**src/rtl/bt_stream_framer_pkg.sv**
```systemverilog
// Shared definitions for the sensor-to-Bluetooth framer: state and byte-phase
// encodings, the default sync byte and the byte-index width helper.
package bt_stream_framer_pkg;

    typedef enum logic [3:0] {
        S_IDLE      = 4'd0,
        S_WAIT_LINK = 4'd1,
        S_COLLECT   = 4'd2,
        S_LOAD      = 4'd3,
        S_WAIT_TX   = 4'd4,
        S_GAP       = 4'd5,
        S_FINISH    = 4'd6
    } state_t;

    typedef enum logic [1:0] {
        P_SYNC = 2'd0,
        P_HDR  = 2'd1,
        P_DATA = 2'd2,
        P_CHK  = 2'd3
    } phase_t;

    localparam logic [7:0] DEF_SYNC_BYTE = 8'h7E;

    function automatic int byte_idx_w(input int data_w);
        return ((data_w / 8) > 1) ? $clog2(data_w / 8) : 1;
    endfunction

endpackage

```
**src/rtl/bt_stream_framer_gap_timer.sv**
```systemverilog
// Loadable down-counter with a zero flag; shared between the inter-byte gap
// and the tx_done timeout.
module bt_gap_timer #(
    parameter int W = 16
) (
    input  logic         i_clock,
    input  logic         i_reset,
    input  logic         i_load,
    input  logic [W-1:0] i_load_val,
    output logic         o_zero
);

    logic [W-1:0] r_count;

    // Count down to zero and hold there until reloaded
    always_ff @(posedge i_clock) begin
        if (i_reset) begin
            r_count <= {W{1'b0}};
        end else if (i_load) begin
            r_count <= i_load_val;
        end else if (r_count != {W{1'b0}}) begin
            r_count <= r_count - W'(1);
        end else begin
            r_count <= r_count;
        end
    end

    assign o_zero = (r_count == {W{1'b0}});

endmodule

```
**src/rtl/bt_stream_framer.sv**
```systemverilog
// Snapshots mask-selected sensor words and streams them to a byte-wide UART
// as SYNC, header, data (MSB first) and an XOR checksum, gated by the HC-05 link.
module bt_stream_framer
    import bt_stream_framer_pkg::*;
#(
    parameter int         NUM_STREAMS    = 4,
    parameter int         DATA_W         = 16,
    parameter int         GAP_CYCLES     = 385,
    parameter int         TIMEOUT_CYCLES = 4095,
    parameter logic [7:0] SYNC_BYTE      = DEF_SYNC_BYTE,
    parameter int         CNT_W          = 16
) (
    input  logic                          i_clock,
    input  logic                          i_reset,
    input  logic                          i_enable,
    input  logic [NUM_STREAMS-1:0]        i_stream_mask,
    input  logic [NUM_STREAMS*DATA_W-1:0] i_stream_data,
    input  logic [NUM_STREAMS-1:0]        i_stream_valid,
    output logic [NUM_STREAMS-1:0]        o_stream_ack,
    input  logic                          i_bt_state,
    output logic                          o_tx_start,
    output logic [7:0]                    o_tx_data,
    input  logic                          i_tx_done,
    output logic                          o_busy,
    output logic                          o_frame_abort,
    output logic [CNT_W-1:0]              o_frame_count,
    output logic [3:0]                    o_state_dbg
);

    localparam int NB      = DATA_W / 8;
    localparam int BIDX_W  = byte_idx_w(DATA_W);
    localparam int TMR_MAX = (GAP_CYCLES > TIMEOUT_CYCLES) ? GAP_CYCLES : TIMEOUT_CYCLES;
    localparam int TMR_W   = $clog2(TMR_MAX + 1);

    state_t                        r_state, w_next_state;
    phase_t                        r_phase, w_next_phase;
    logic [3:0]                    r_stream, w_next_stream, w_scan_from;
    logic [BIDX_W-1:0]             r_bidx, w_next_bidx;
    logic [NUM_STREAMS-1:0]        r_mask, r_ack;
    logic [NUM_STREAMS*DATA_W-1:0] r_snap, w_cap_data;
    logic [7:0]                    r_chk, r_tx_data, w_next_byte;
    logic                          r_tx_start, r_busy, r_abort;
    logic [CNT_W-1:0]              r_frame_count;
    logic                          w_capture, w_advance, w_abort, w_finish;
    logic                          w_tmr_load, w_tmr_zero;
    logic [TMR_W-1:0]              w_tmr_val;

    // Lowest enabled stream at or above 'from'; NUM_STREAMS when none remain
    function automatic logic [3:0] f_next_stream(input logic [NUM_STREAMS-1:0] m,
                                                 input logic [3:0] from);
        logic [3:0] idx;
        idx = 4'(NUM_STREAMS);
        for (int i = NUM_STREAMS - 1; i >= 0; i--) begin
            if (m[i] && (4'(i) >= from)) idx = 4'(i);
        end
        return idx;
    endfunction

    function automatic logic [7:0] f_pick(input logic [NUM_STREAMS*DATA_W-1:0] snap,
                                          input logic [3:0] idx,
                                          input logic [BIDX_W-1:0] bidx);
        logic [DATA_W-1:0] word;
        logic [7:0]        b;
        word = {DATA_W{1'b0}};
        b    = 8'h00;
        for (int i = 0; i < NUM_STREAMS; i++) begin
            if (4'(i) == idx) word = snap[i*DATA_W +: DATA_W];
        end
        for (int k = 0; k < NB; k++) begin
            if (BIDX_W'(k) == bidx) b = word[(NB-1-k)*8 +: 8];
        end
        return b;
    endfunction

    // Checksum covers the header and every data byte, not the sync byte
    function automatic logic [7:0] f_chk(input logic [NUM_STREAMS-1:0] m,
                                         input logic [NUM_STREAMS*DATA_W-1:0] d);
        logic [7:0] c;
        c = 8'(m);
        for (int i = 0; i < NUM_STREAMS; i++) begin
            for (int k = 0; k < NB; k++) begin
                if (m[i]) c = c ^ d[i*DATA_W + k*8 +: 8];
            end
        end
        return c;
    endfunction

    bt_gap_timer #(.W(TMR_W)) u_timer (
        .i_clock    (i_clock),
        .i_reset    (i_reset),
        .i_load     (w_tmr_load),
        .i_load_val (w_tmr_val),
        .o_zero     (w_tmr_zero)
    );

    // Masked capture of the incoming words; disabled streams snapshot as zero
    always_comb begin
        w_cap_data = {(NUM_STREAMS*DATA_W){1'b0}};
        for (int i = 0; i < NUM_STREAMS; i++) begin
            if (i_stream_mask[i]) begin
                w_cap_data[i*DATA_W +: DATA_W] = i_stream_data[i*DATA_W +: DATA_W];
            end else begin
                w_cap_data[i*DATA_W +: DATA_W] = {DATA_W{1'b0}};
            end
        end
    end

    // Next byte of the frame and the cursor that points at it
    always_comb begin
        w_next_phase  = r_phase;
        w_next_stream = r_stream;
        w_next_bidx   = r_bidx;
        w_next_byte   = r_tx_data;
        w_scan_from   = 4'd0;
        case (r_phase)
            P_SYNC: begin
                w_next_phase = P_HDR;
                w_next_byte  = 8'(r_mask);
            end
            P_HDR, P_DATA: begin
                if ((r_phase == P_DATA) && (r_bidx != BIDX_W'(NB - 1))) begin
                    w_next_bidx = r_bidx + BIDX_W'(1);
                end else begin
                    w_next_bidx   = {BIDX_W{1'b0}};
                    w_scan_from   = (r_phase == P_HDR) ? 4'd0 : (r_stream + 4'd1);
                    w_next_stream = f_next_stream(r_mask, w_scan_from);
                end
                if (w_next_stream < 4'(NUM_STREAMS)) begin
                    w_next_phase = P_DATA;
                    w_next_byte  = f_pick(r_snap, w_next_stream, w_next_bidx);
                end else begin
                    w_next_phase = P_CHK;
                    w_next_byte  = r_chk;
                end
            end
            default: begin
                w_next_phase = r_phase;
            end
        endcase
    end

    // Frame sequencing; the timer is loaded on entry to WAIT_TX and GAP
    always_comb begin
        w_next_state = r_state;
        w_capture    = 1'b0;
        w_advance    = 1'b0;
        w_abort      = 1'b0;
        w_finish     = 1'b0;
        w_tmr_load   = 1'b0;
        w_tmr_val    = {TMR_W{1'b0}};
        case (r_state)
            S_IDLE: begin
                if (i_enable) w_next_state = S_WAIT_LINK;
                else          w_next_state = S_IDLE;
            end
            S_WAIT_LINK: begin
                if (i_bt_state)     w_next_state = S_COLLECT;
                else if (!i_enable) w_next_state = S_IDLE;
                else                w_next_state = S_WAIT_LINK;
            end
            S_COLLECT: begin
                if ((i_stream_valid & i_stream_mask) == i_stream_mask) begin
                    w_capture    = 1'b1;
                    w_next_state = S_LOAD;
                end else begin
                    w_next_state = S_COLLECT;
                end
            end
            S_LOAD: begin
                w_next_state = S_WAIT_TX;
                w_tmr_load   = 1'b1;
                w_tmr_val    = TMR_W'(TIMEOUT_CYCLES - 2);
            end
            S_WAIT_TX: begin
                if (i_tx_done) begin
                    w_next_state = S_GAP;
                    w_tmr_load   = 1'b1;
                    w_tmr_val    = TMR_W'(GAP_CYCLES - 1);
                end else if (w_tmr_zero) begin
                    w_abort      = 1'b1;
                    w_next_state = S_WAIT_LINK;
                end else begin
                    w_next_state = S_WAIT_TX;
                end
            end
            S_GAP: begin
                if (!w_tmr_zero) begin
                    w_next_state = S_GAP;
                end else if (r_phase == P_CHK) begin
                    w_next_state = S_FINISH;
                end else if (!i_bt_state) begin
                    w_abort      = 1'b1;
                    w_next_state = S_WAIT_LINK;
                end else begin
                    w_advance    = 1'b1;
                    w_next_state = S_LOAD;
                end
            end
            S_FINISH: begin
                w_finish = 1'b1;
                if (i_enable && i_bt_state) w_next_state = S_COLLECT;
                else                        w_next_state = S_IDLE;
            end
            default: begin
                w_next_state = S_IDLE;
            end
        endcase
    end

    // State, snapshot, byte cursor and registered outputs
    always_ff @(posedge i_clock) begin
        if (i_reset) begin
            r_state       <= S_IDLE;
            r_phase       <= P_SYNC;
            r_stream      <= 4'd0;
            r_bidx        <= {BIDX_W{1'b0}};
            r_mask        <= {NUM_STREAMS{1'b0}};
            r_ack         <= {NUM_STREAMS{1'b0}};
            r_snap        <= {(NUM_STREAMS*DATA_W){1'b0}};
            r_chk         <= 8'h00;
            r_tx_data     <= 8'h00;
            r_tx_start    <= 1'b0;
            r_busy        <= 1'b0;
            r_abort       <= 1'b0;
            r_frame_count <= {CNT_W{1'b0}};
        end else begin
            r_state    <= w_next_state;
            r_tx_start <= (w_next_state == S_LOAD);
            r_busy     <= (w_next_state != S_IDLE);
            r_abort    <= w_abort;
            r_ack      <= w_capture ? i_stream_mask : {NUM_STREAMS{1'b0}};
            if (w_capture) begin
                r_mask    <= i_stream_mask;
                r_snap    <= w_cap_data;
                r_chk     <= f_chk(i_stream_mask, w_cap_data);
                r_phase   <= P_SYNC;
                r_stream  <= 4'd0;
                r_bidx    <= {BIDX_W{1'b0}};
                r_tx_data <= SYNC_BYTE;
            end else if (w_advance) begin
                r_phase   <= w_next_phase;
                r_stream  <= w_next_stream;
                r_bidx    <= w_next_bidx;
                r_tx_data <= w_next_byte;
            end else if (w_abort) begin
                r_mask  <= {NUM_STREAMS{1'b0}};
                r_snap  <= {(NUM_STREAMS*DATA_W){1'b0}};
                r_chk   <= 8'h00;
                r_phase <= P_SYNC;
            end
            if (w_finish) r_frame_count <= r_frame_count + CNT_W'(1);
        end
    end

    assign o_stream_ack  = r_ack;
    assign o_tx_start    = r_tx_start;
    assign o_tx_data     = r_tx_data;
    assign o_busy        = r_busy;
    assign o_frame_abort = r_abort;
    assign o_frame_count = r_frame_count;
    assign o_state_dbg   = r_state;

endmodule

```
**config.mk**
```make
export PLATFORM = sky130hd
export DESIGN_NAME = bt_stream_framer
export DESIGN_NICKNAME = d
export VERILOG_FILES = /design/src/rtl/bt_stream_framer_pkg.sv /design/src/rtl/bt_stream_framer_gap_timer.sv /design/src/rtl/bt_stream_framer.sv
export SDC_FILE = /design/constraint.sdc
export NUM_CORES = 1
export LEC_CHECK = 0
export CORE_ASPECT_RATIO = 0.9
export CORE_MARGIN = 2
export CORE_UTILIZATION = 55
export CTS_BUF_LIST = sky130_fd_sc_hd__clkbuf_4
export CTS_CLUSTER_SIZE = 40
export DETAILED_ROUTE_END_ITERATION = 6
export PLACE_DENSITY = 0.91
export RECOVER_POWER = 25
export SETUP_SLACK_MARGIN = 0.1
export SLEW_MARGIN = 20
export SYNTH_ARGS = -nofsm -noshare
export SYNTH_HDL_FRONTEND = slang
export SYNTH_SLANG_ARGS = --single-unit
```
**constraint.sdc**
```tcl
create_clock -name i_clock -period 3.2 [get_ports i_clock]
set_input_delay 0.64 -clock i_clock [delete_from_list [all_inputs] [get_ports i_clock]]
set_output_delay 0.64 -clock i_clock [all_outputs]
set_load 0.1 [all_outputs]
```
==> flow_metrics.env <==
export IMPL_arrival_ps=3270
export IMPL_die_x_um=118
export IMPL_p_seq_frac=0.451
export IMPL_numClockSinks=129
export IMPL_avgSynthCellArea_um2=8.94
export IMPL_critPathLaunchType="register"
export IMPL_mostFrequentLayoutCells="129 x dfxtp_1, 88 x nand2_1, 76 x clkdlybuf4s50_1"
export IMPL_ctsResizeCount=0
export IMPL_ant_nets=0
export IMPL_critPathMaxFanout=14
export IMPL_grt_pass1_vias=5863
export IMPL_switchingPower_mw=1.13
export IMPL_async_flop_share=0
export IMPL_start_util=0.564
export IMPL_io_pins=112
export IMPL_die_y_um=106
export IMPL_p_leak_nw=3.03
export IMPL_place_congestion=0.946
export IMPL_final_common_cell="dfxtp_1"
export IMPL_dieArea_um2=12600
export IMPL_max_freq_mhz=356
export IMPL_drive_above_1_share=0.0885
export IMPL_post_cts_buffers=0
export IMPL_worst_pin_slew_ps=1200
export IMPL_path_clk_slew_ps=120
export IMPL_clock_skew_ps=18.2
export IMPL_synth_flop_cell="dfxtp_1"
export IMPL_r2r_end="o_tx_data[1]"
export IMPL_ys_warn_count=0
export IMPL_crit_required_ps=3670
export IMPL_critical_path_max_stage_delay_ps=500
export IMPL_min_path_type="register to register"
export IMPL_path_buf_inv=4
export IMPL_p_comb_frac=0.209
export IMPL_synth_seq_cells=129
export IMPL_cellPowerDensity_nw_per_um2=490
export IMPL_grt_total_usage=0.321
export IMPL_cts_root_buffer="clkbuf_4"
export IMPL_cts_inserted_buffers=17
export IMPL_setup_violations=0
export IMPL_htree_levels=4
export IMPL_rrSetupSlack_ps=390
export IMPL_port_buffers=110
export IMPL_rsz0062_at_grt="false"
export IMPL_clkLatencyLatePin_ps=560
export IMPL_cp_top_family="compound AO/OA/AOI/OAI gates"
export IMPL_fin_ws_ps=394
export IMPL_reg2reg_from="r_phase[0]"
export IMPL_finalCritPeriodShare=0.877
export IMPL_drt_iter0_drc=615
export IMPL_endpoint_kind="register"
export IMPL_slew_violations=0
export IMPL_hold_viol_final=0
export IMPL_avgViaCountPerCell=6.20
export IMPL_core_area_um2=11400
export IMPL_grt_remaining_overflow=0
export IMPL_r2r_cells=11
export IMPL_grt_pass1_wl_um=31500
export IMPL_p_total_mw=3.85
export IMPL_fin_nets=909
export IMPL_tritoncts="done"
export IMPL_p_clk_frac=0.340
export IMPL_hold_path_endpoint="r_bidx"
export IMPL_fin_crit_ps=2810
export IMPL_vias=6161
export IMPL_num_rows=37
export IMPL_synth_edff_count=0
export IMPL_cts_hold_buffers_added=0
export IMPL_drc=0
export IMPL_crit_type="register to register"
export IMPL_holdPathStages=2
export IMPL_slew_headroom=0.202
export IMPL_syn_nets=802
export IMPL_maxCapViolCount=0
export IMPL_grt_max_degree=77
export IMPL_synthCells=718
export IMPL_synthesis_area_um2=6420
export IMPL_p_int_mw=2.72
export IMPL_wirelength_um=19800
export IMPL_cp_cell_sequence="inv_1 > ha_1 > nor2b_1 > buf_4 > nand2_1 > inv_1 > a21oi_1 > buf_4 > o311ai_0 > a41oi_1 > o31a_1"
export IMPL_crit_path_top_delay_cell="nor2b_1"
export IMPL_wire_per_inst_um=20.0
export IMPL_min_delay_start="r_bidx"
export IMPL_dpl_hpwl_um=14600
export IMPL_antenna_found_initial=1
export IMPL_clockBufferDepth=2
export IMPL_irDropWorstVdd_v=0.000302
export IMPL_ys_seq_area_frac=0.402
export IMPL_syn_to_final_growth_pct=22.4
export IMPL_run_status="completed"
export IMPL_switching_share=0.294
export IMPL_dpl_worst_slack_ps=142
export IMPL_first_pass_iters=5
export IMPL_tns_ps=0
export IMPL_ys_types=62
## cell type report
type                       instances  area [um2]
antenna                            1        2.50
clock buffer                      19         143
clock inverter                    11         189
fill                             950        3530
inverter                          15        56.3
multi-input combinational        524        3540
sequential                       129        2580
tap                              156         195
timing repair buffer             138        1150
## sequential cells by signal, summed over array words and instances (netlist names)
name / count
r_bidx: 1
o_tx_start: 1
o_tx_data: 8
r_snap: 64
u_timer.r_count: 12
o_frame_count: 16
o_frame_abort: 1
r_stream: 4
o_busy: 1
r_mask: 4
r_phase: 2
r_chk: 8
o_stream_ack: 4
o_state_dbg: 3
## worst min-delay path: stages, from the launching register on
cell,delay [ps]
dfxtp_1,350
nand2_1,60
a21oi_1,50
## synth_stat cells, drive strengths merged, types with 8 or more instances
cell    number  share of area
a211oi       8          0.010
a21oi       28          0.022
a22o        72          0.098
a31oi        9         0.0088
and2         8         0.0080
and3        10         0.0097
buf         19          0.018
clkbuf      31          0.018
dfxtp      129           0.40
inv         15         0.0088
nand2       88          0.051
nand3       36          0.029
nor2        39          0.023
nor2b       13          0.013
nor3        12         0.0094
o211ai       9          0.011
o21ai       13          0.010
or3         13          0.013
xnor2       27          0.037
xor2        50          0.068
## metal layers
metal / wire, um / track usage
met5: 0 / 0
met4: 402 / 0.130
met1: 8680 / 0.450
met3: 2020 / 0.0714
met2: 8740 / 0.480
## metrics by stage
| step | cell area, um2 | hold slack [ps] | cells | utilization |
|---|---|---|---|---|
| 2_1_floorplan | 6420 | 437 | 718 | - |
| 3_3_place_gp | 7630 | 450 | 962 | 0.670 |
| 3_5_place_dp | 7630 | 463 | 962 | 0.670 |
| 4_1_cts | 7970 | 483 | 992 | 0.699 |
| 5_1_grt | 7860 | 503 | 993 | 0.690 |
| 6_report | 7860 | 485 | 993 | 0.690 |
## power groups by stage
stage	clock, mW	combinational, mW	sequential, mW
2_1_floorplan	0	0.504	1.80
3_3_place_gp	0	0.770	1.76
3_5_place_dp	0	0.802	1.77
4_1_cts	1.31	0.806	1.73
5_1_grt	1.38	0.871	1.74
6_report	1.31	0.804	1.74
## cell families after synthesis
| kind of cell | Yosys count | share of synthesized area |
|---|---|---|
| fa+ha+maj | 7 | 0.0136 |
| mux | 10 | 0.0234 |
| buf+inv | 65 | 0.0450 |
| simple gates | 244 | 0.187 |
| flops | 129 | 0.402 |
| other cells | 1 | 0.000584 |
| xor+xnor | 77 | 0.105 |
| compound gates | 185 | 0.223 |
## how the worst max path moves through the flow
stage          cells past startpoint            from  slack (ps)           end
6_report                          11      r_phase[0]         390  o_tx_data[1]
5_1_grt                           11      r_phase[0]         190  o_tx_data[1]
4_1_cts                           11      r_phase[0]         450  o_tx_data[1]
3_5_place_dp                       7      i_bt_state         140  o_tx_data[3]
3_3_place_gp                       7      i_bt_state         210  o_tx_data[1]
2_1_floorplan                      8  o_state_dbg[0]         300  o_tx_data[1]
(Power assumes the default switching activity.)
